<file path="src/rtl/md_pkg.sv">
// Shared encodings for the multiply/divide sequencing controller.
package md_pkg;

  typedef enum logic [1:0] {
    S_IDLE  = 2'd0,
    S_START = 2'd1,
    S_WAIT  = 2'd2,
    S_DONE  = 2'd3
  } md_state_e;

  typedef enum logic {
    OP_MULT = 1'b0,
    OP_DIV  = 1'b1
  } md_op_e;

  localparam logic [31:0] EXC_MULT    = 32'd4;
  localparam logic [31:0] EXC_DIV     = 32'd5;
  localparam logic [4:0]  RSTATUS_REG = 5'd30;

  function automatic logic [31:0] exc_code(input md_op_e op);
    return (op == OP_MULT) ? EXC_MULT : EXC_DIV;
  endfunction

endpackage

</file>
<file path="src/rtl/md_cycle_counter.sv">
// Saturating WAIT-cycle counter with synchronous clear/enable and terminal-count flag.
module md_cycle_counter #(
  parameter int unsigned CNT_W      = 6,
  parameter int unsigned MAX_CYCLES = 40
) (
  input  logic clk_i,
  input  logic rst_i,
  input  logic clr_i,
  input  logic en_i,
  output logic tc_o
);

  logic [CNT_W-1:0] cnt_q;
  logic [CNT_W-1:0] cnt_d;

  always_comb begin
    cnt_d = cnt_q;
    if (clr_i) begin
      cnt_d = '0;
    end else if (en_i && (cnt_q != '1)) begin
      cnt_d = cnt_q + CNT_W'(1);
    end
  end

  always_ff @(posedge clk_i) begin
    if (rst_i) begin
      cnt_q <= '0;
    end else begin
      cnt_q <= cnt_d;
    end
  end

  assign tc_o = (cnt_q == CNT_W'(MAX_CYCLES - 1));

endmodule

</file>
<file path="src/rtl/md_stall_ctrl.sv">
// Execute-stage sequencer: starts the multdiv unit, stalls the front end, and
// presents a single writeback (result or exception code) when it completes.
module md_stall_ctrl #(
  parameter int unsigned MAX_CYCLES = 40,
  parameter int unsigned CNT_W      = 6
) (
  input  logic        clock,
  input  logic        reset,
  input  logic        dx_is_mult,
  input  logic        dx_is_div,
  input  logic [4:0]  dx_rd,
  input  logic [31:0] md_result,
  input  logic        md_exception,
  input  logic        md_ready,
  output logic        ctrl_mult,
  output logic        ctrl_div,
  output logic        stall,
  output logic        wb_valid,
  output logic [4:0]  wb_rd,
  output logic [31:0] wb_data,
  output logic        busy,
  output logic        timeout
);
  import md_pkg::*;

  md_state_e   state_q;
  md_op_e      op_q;
  logic [4:0]  rd_q;
  logic [31:0] res_q;
  logic        exc_q;
  logic        timeout_q;
  logic        go;
  logic        tc;

  assign go = dx_is_mult | dx_is_div;

  md_cycle_counter #(
    .CNT_W      (CNT_W),
    .MAX_CYCLES (MAX_CYCLES)
  ) u_cnt (
    .clk_i (clock),
    .rst_i (reset),
    .clr_i (state_q == S_START),
    .en_i  (state_q == S_WAIT),
    .tc_o  (tc)
  );

  always_ff @(posedge clock) begin
    if (reset) begin
      state_q   <= S_IDLE;
      op_q      <= OP_MULT;
      rd_q      <= '0;
      res_q     <= '0;
      exc_q     <= 1'b0;
      timeout_q <= 1'b0;
    end else begin
      case (state_q)
        S_IDLE: begin
          if (go) begin
            op_q    <= dx_is_mult ? OP_MULT : OP_DIV;
            rd_q    <= dx_rd;
            state_q <= S_START;
          end
        end
        S_START: begin
          timeout_q <= 1'b0;
          exc_q     <= 1'b0;
          res_q     <= '0;
          state_q   <= S_WAIT;
        end
        S_WAIT: begin
          // A result arriving on the limit cycle takes priority over the timeout.
          if (md_ready) begin
            res_q   <= md_result;
            exc_q   <= md_exception;
            state_q <= S_DONE;
          end else if (tc) begin
            exc_q     <= 1'b1;
            timeout_q <= 1'b1;
            state_q   <= S_DONE;
          end
        end
        S_DONE:  state_q <= S_IDLE;
        default: state_q <= S_IDLE;
      endcase
    end
  end

  always_comb begin
    ctrl_mult = (state_q == S_START) && (op_q == OP_MULT);
    ctrl_div  = (state_q == S_START) && (op_q == OP_DIV);
    stall     = (state_q == S_IDLE) ? go : (state_q != S_DONE);
    busy      = (state_q != S_IDLE);
    timeout   = timeout_q;
    wb_valid  = (state_q == S_DONE);
    wb_rd     = '0;
    wb_data   = '0;
    if (state_q == S_DONE) begin
      wb_rd   = exc_q ? RSTATUS_REG : rd_q;
      wb_data = exc_q ? exc_code(op_q) : res_q;
    end
  end

endmodule

</file>
<file path="config.mk">
export PLATFORM = sky130hd
export DESIGN_NAME = md_stall_ctrl
export DESIGN_NICKNAME = d
export VERILOG_FILES = /design/src/rtl/md_pkg.sv /design/src/rtl/md_cycle_counter.sv /design/src/rtl/md_stall_ctrl.sv
export SDC_FILE = /design/constraint.sdc
export NUM_CORES = 1
export LEC_CHECK = 0
export ABC_AREA = 1
export CORE_MARGIN = 3
export CORE_UTILIZATION = 48
export DETAILED_ROUTE_END_ITERATION = 10
export PLACE_DENSITY = 0.88
export RECOVER_POWER = 25
export SETUP_SLACK_MARGIN = 0.02
export SLEW_MARGIN = 40
export SYNTH_ARGS = -nofsm -noshare
export SYNTH_HDL_FRONTEND = slang
export SYNTH_SLANG_ARGS = --single-unit
</file>
<file path="constraint.sdc">
create_clock -name clock -period 3.9 [get_ports clock]
set_input_delay 0.78 -clock clock [delete_from_list [all_inputs] [get_ports clock]]
set_output_delay 0.78 -clock clock [all_outputs]
set_load 0.05 [all_outputs]
</file>
==> metrics.md, run 1 <==
| Metric | Value |
|---|---|
| Status | `finished with violations` |
| Failing checks | `capacitance limit, slew limit` |
| Peak supply drop | `approximately 0.3 mV` |
| Synth unique cells | `23` |
| Arr. time, crit path | `2590 ps` |
| Share of cells above drive strength 1 | `4.31%` |
| IO Count | `86` |
| CTS Buf Count | `5` |
| Row count | `24` |
| Mapped Nets | `about 390` |
| Final period util | `between 80% and 90%` |
| Clock root cell | `clkbuf_8` |
| Fraction of the mapped netlist area in adder cells | `~3.3%` |
| Layout Nets | `about 470` |
| Mapped Avg Cell Area | `slightly below 7 um^2` |
| Required time of the worst setup path | `around 3100 ps` |
| Pwr per Cell Area | `489 mW/mm^2` |
| DRC Markers | `0` |
| Largest area contributor in the netlist | `dfxtp_1` |
| Post-layout util | `between 70% and 80%` |
| GPL Wtd Cong | `slightly above 0.8` |
| Fin. Hold Viols | `0` |
| Reg-to-Reg Start | `state_q[0]` |
| # hold bufs at CTS | `0` |
| Relative slew slack | `-1.71%` |
| Pin count of the biggest net entering global routing | `35` |
| WL/cell | `12.9 um` |
| XOR/XNOR Fraction of Synth Area | `less than 1%` |
| Die width | `about 75 um` |
| First-pass GRT wire length | `9.68 mm` |
| Slew @ Worst Pin | `between 1500 and 2000 ps` |
| Final Skew | `about 6.1 ps` |
| Top cells by area, synth | `dfxtp_1 42%, nand2_1 13%, nor2_1 11%, a21oi_1 8.5%, nand3_1 7.8%` |
| Clock transition at path regs | `around 80 ps` |
| Power, Total | `1.58 mW` |
| Commonest cells post-synth | `82 x nand2_1, 66 x nor2_1, 48 x dfxtp_1` |
| H-tree levels | `2` |
| Clk buf depth | `2` |
| Multiplexer area fraction after synthesis | `0%` |
| Worst hold stages | `2` |
| Most numerous cell in the Yosys netlist | `nand2_1` |
| Routed Antenna Nets | `0` |
| # setup viols final | `0` |
| Cell count after synthesis | `approximately 340` |
| CORE AREA | `0.00450 mm^2` |
| Pleak | `about 1.2 nW` |
| Critical Path Source Type | `register` |
| Critical path origin | `state_q[1]` |
| Worst Hold Class | `register to register` |
| Hpwl dp | `4.30 mm` |
| P&R area growth vs syn | `39.4%` |
| Seq cells post-synth | `48` |
| Synth Area in Simple Gates | `roughly 33%` |
| FFs w/ async S/R, synth | `0%` |
| Yosys Warn Count | `0` |
| WHS | `476 ps` |
| Post-DR vias/cell | `approximately 5.2` |
| CTS sink cnt | `48` |
| Crit end category | `output pin` |
| Seq/Total Area, Yosys | `a little over two fifths` |
| Initial Util | `roughly 50%` |
| Die area | `about 0.0057 mm^2` |
| Critical Path Sink | `wb_data[20]` |
| I/O Buffers | `85` |
| CTS tree | `yes` |
| CP max FO | `21` |
| Post-synthesis compound-gate area fraction | `between 10% and 20%` |
| Crit path kind | `register to output pin` |
| Setup WS pre-CTS | `roughly 700 ps` |
| Critical R2R Capture | `res_q[4]` |
| Vias in the first global route | `2240` |
| Cts repair resizes | `0` |
| DRT iter0 DRCs | `roughly 190` |
| Final Max Slew Viols | `35` |
| DRT Pass-1 Iters | `5` |
| Final min period | `between 3000 and 4000 ps` |
| Setup TNS | `0 ps` |
| Total vias in the final route | `approximately 2400` |
| Largest family of logic cells by synthesized area | `simple AND/OR/NAND/NOR gates` |
| Antenna violations before repair | `0` |
| Top_reg_cell synth | `dfxtp_1` |
| Final Worst Setup Slack | `533 ps` |
| Total Wirelength | `a little over 6 mm` |
| Post-CTS Setup Bufs | `0` |
| Synthesized cell area | `approximately 0.0023 mm^2` |
| Max cap viols | `1` |
| Total GRT Usage | `a little over a fifth` |
| R2R setup slack | `860 ps` |
| RSZ-0062 raised after global routing | `false` |
| EDFF count, synth | `0` |
| R2R depth | `6` |
| Yosys top cell area share | `a little over two fifths` |
| Fmax | `just under 300 MHz` |
| Die height | `75.4 um` |
| Grt ovf | `0` |
| Worst-Skew Late Latency | `between 200 and 300 ps` |
| Antenna Cells | `0` |
-- how the worst min path moves through the flow --
stage | startpoint | slack [ps] | end
floorplan | res_q[0] | 450 | res_q[0]
global placement | timeout | 460 | timeout
finish | timeout | 480 | timeout
detailed placement | timeout | 470 | timeout
CTS | res_q[1] | 490 | res_q[1]
global route | res_q[22] | 510 | res_q[22]
-- cells in the final DEF, fill, tap and decap left out, drive strengths merged --
master	n
ha	6
dfxtp	48
o21bai	1
a31oi	1
xor2	2
inv	19
nand3	36
clkdlybuf4s50	82
o21ai	14
o211ai	1
clkbuf	9
nand2	87
dlygate4sd3	3
nor2	67
buf	2
a21oi	39
clkinvlp	1
-- metal layers --
layer | wire (um) | share of wire, % | global-route usage, % | vias to the layer above
met5 | 0 | 0 | 0 | -
li1 | - | - | - | 1237
met4 | 117 | 1.9 | 8.74 | 0
met1 | 2680 | 44 | 26.6 | 1108
met3 | 433 | 7.1 | 5.28 | 11
met2 | 2850 | 47 | 37.5 | 88
-- stage by stage --
step | instances | instance area [um^2]
after floorplan | 343 | 2310
after detailed placement | 462 | 3130
after global routing | 470 | 3220
after global placement | 462 | 3130
final | 470 | 3220
after CTS | 470 | 3220
-- state kept, by name, indices dropped and copies added (netlist names) --
name / flops
u_cnt.cnt_q: 6
op_q: 1
exc_q: 1
timeout: 1
rd_q: 5
state_q: 2
res_q: 32
-- cell families after synthesis --
| kind of cell | Yosys count |
|---|---|
| and+or+nand+nor | 190 |
| xor gates and xnor gates | 2 |
| buffers and inverters | 41 |
| adders and majority gates | 6 |
| AOI/OAI and AO/OA | 56 |
| DFF | 48 |
-- critical path: stages, from the launching register on --
cell	delay [ps]
dfxtp_1	380
ha_1	540
buf_4	350
nand2_1	100
nor2_1	100
clkdlybuf4s50_1	810
-- final cells by class --
cell class,count,area (um^2)
Fill cell,367,1290
Inverter,20,78.8
Timing Repair Buffer,88,870
Clock buffer,8,90.1
Sequential cell,48,962
Multi-Input combinational cell,254,1150
Tap cell,52,65.1
-- power by group --
group          leakage, nW  internal [mW]  total [mW]  switching (mW)
combinational        0.807          0.210       0.652           0.442
sequential           0.391          0.564       0.622          0.0579
clock               0.0455          0.145       0.301           0.156
total                 1.24          0.919        1.58           0.656
(Power assumes the default switching activity.)
==> inputs of run 2 (changes only) <==
--- a/config.mk
+++ b/config.mk
@@ -8,6 +8,7 @@
 export ABC_AREA = 1
 export CORE_MARGIN = 3
 export CORE_UTILIZATION = 48
+export CTS_CLUSTER_DIAMETER = 120
 export DETAILED_ROUTE_END_ITERATION = 10
 export PLACE_DENSITY = 0.88
 export RECOVER_POWER = 25
==> results of run 2 <==
The final DEF is identical to that of run 1; final timing and power are the same.
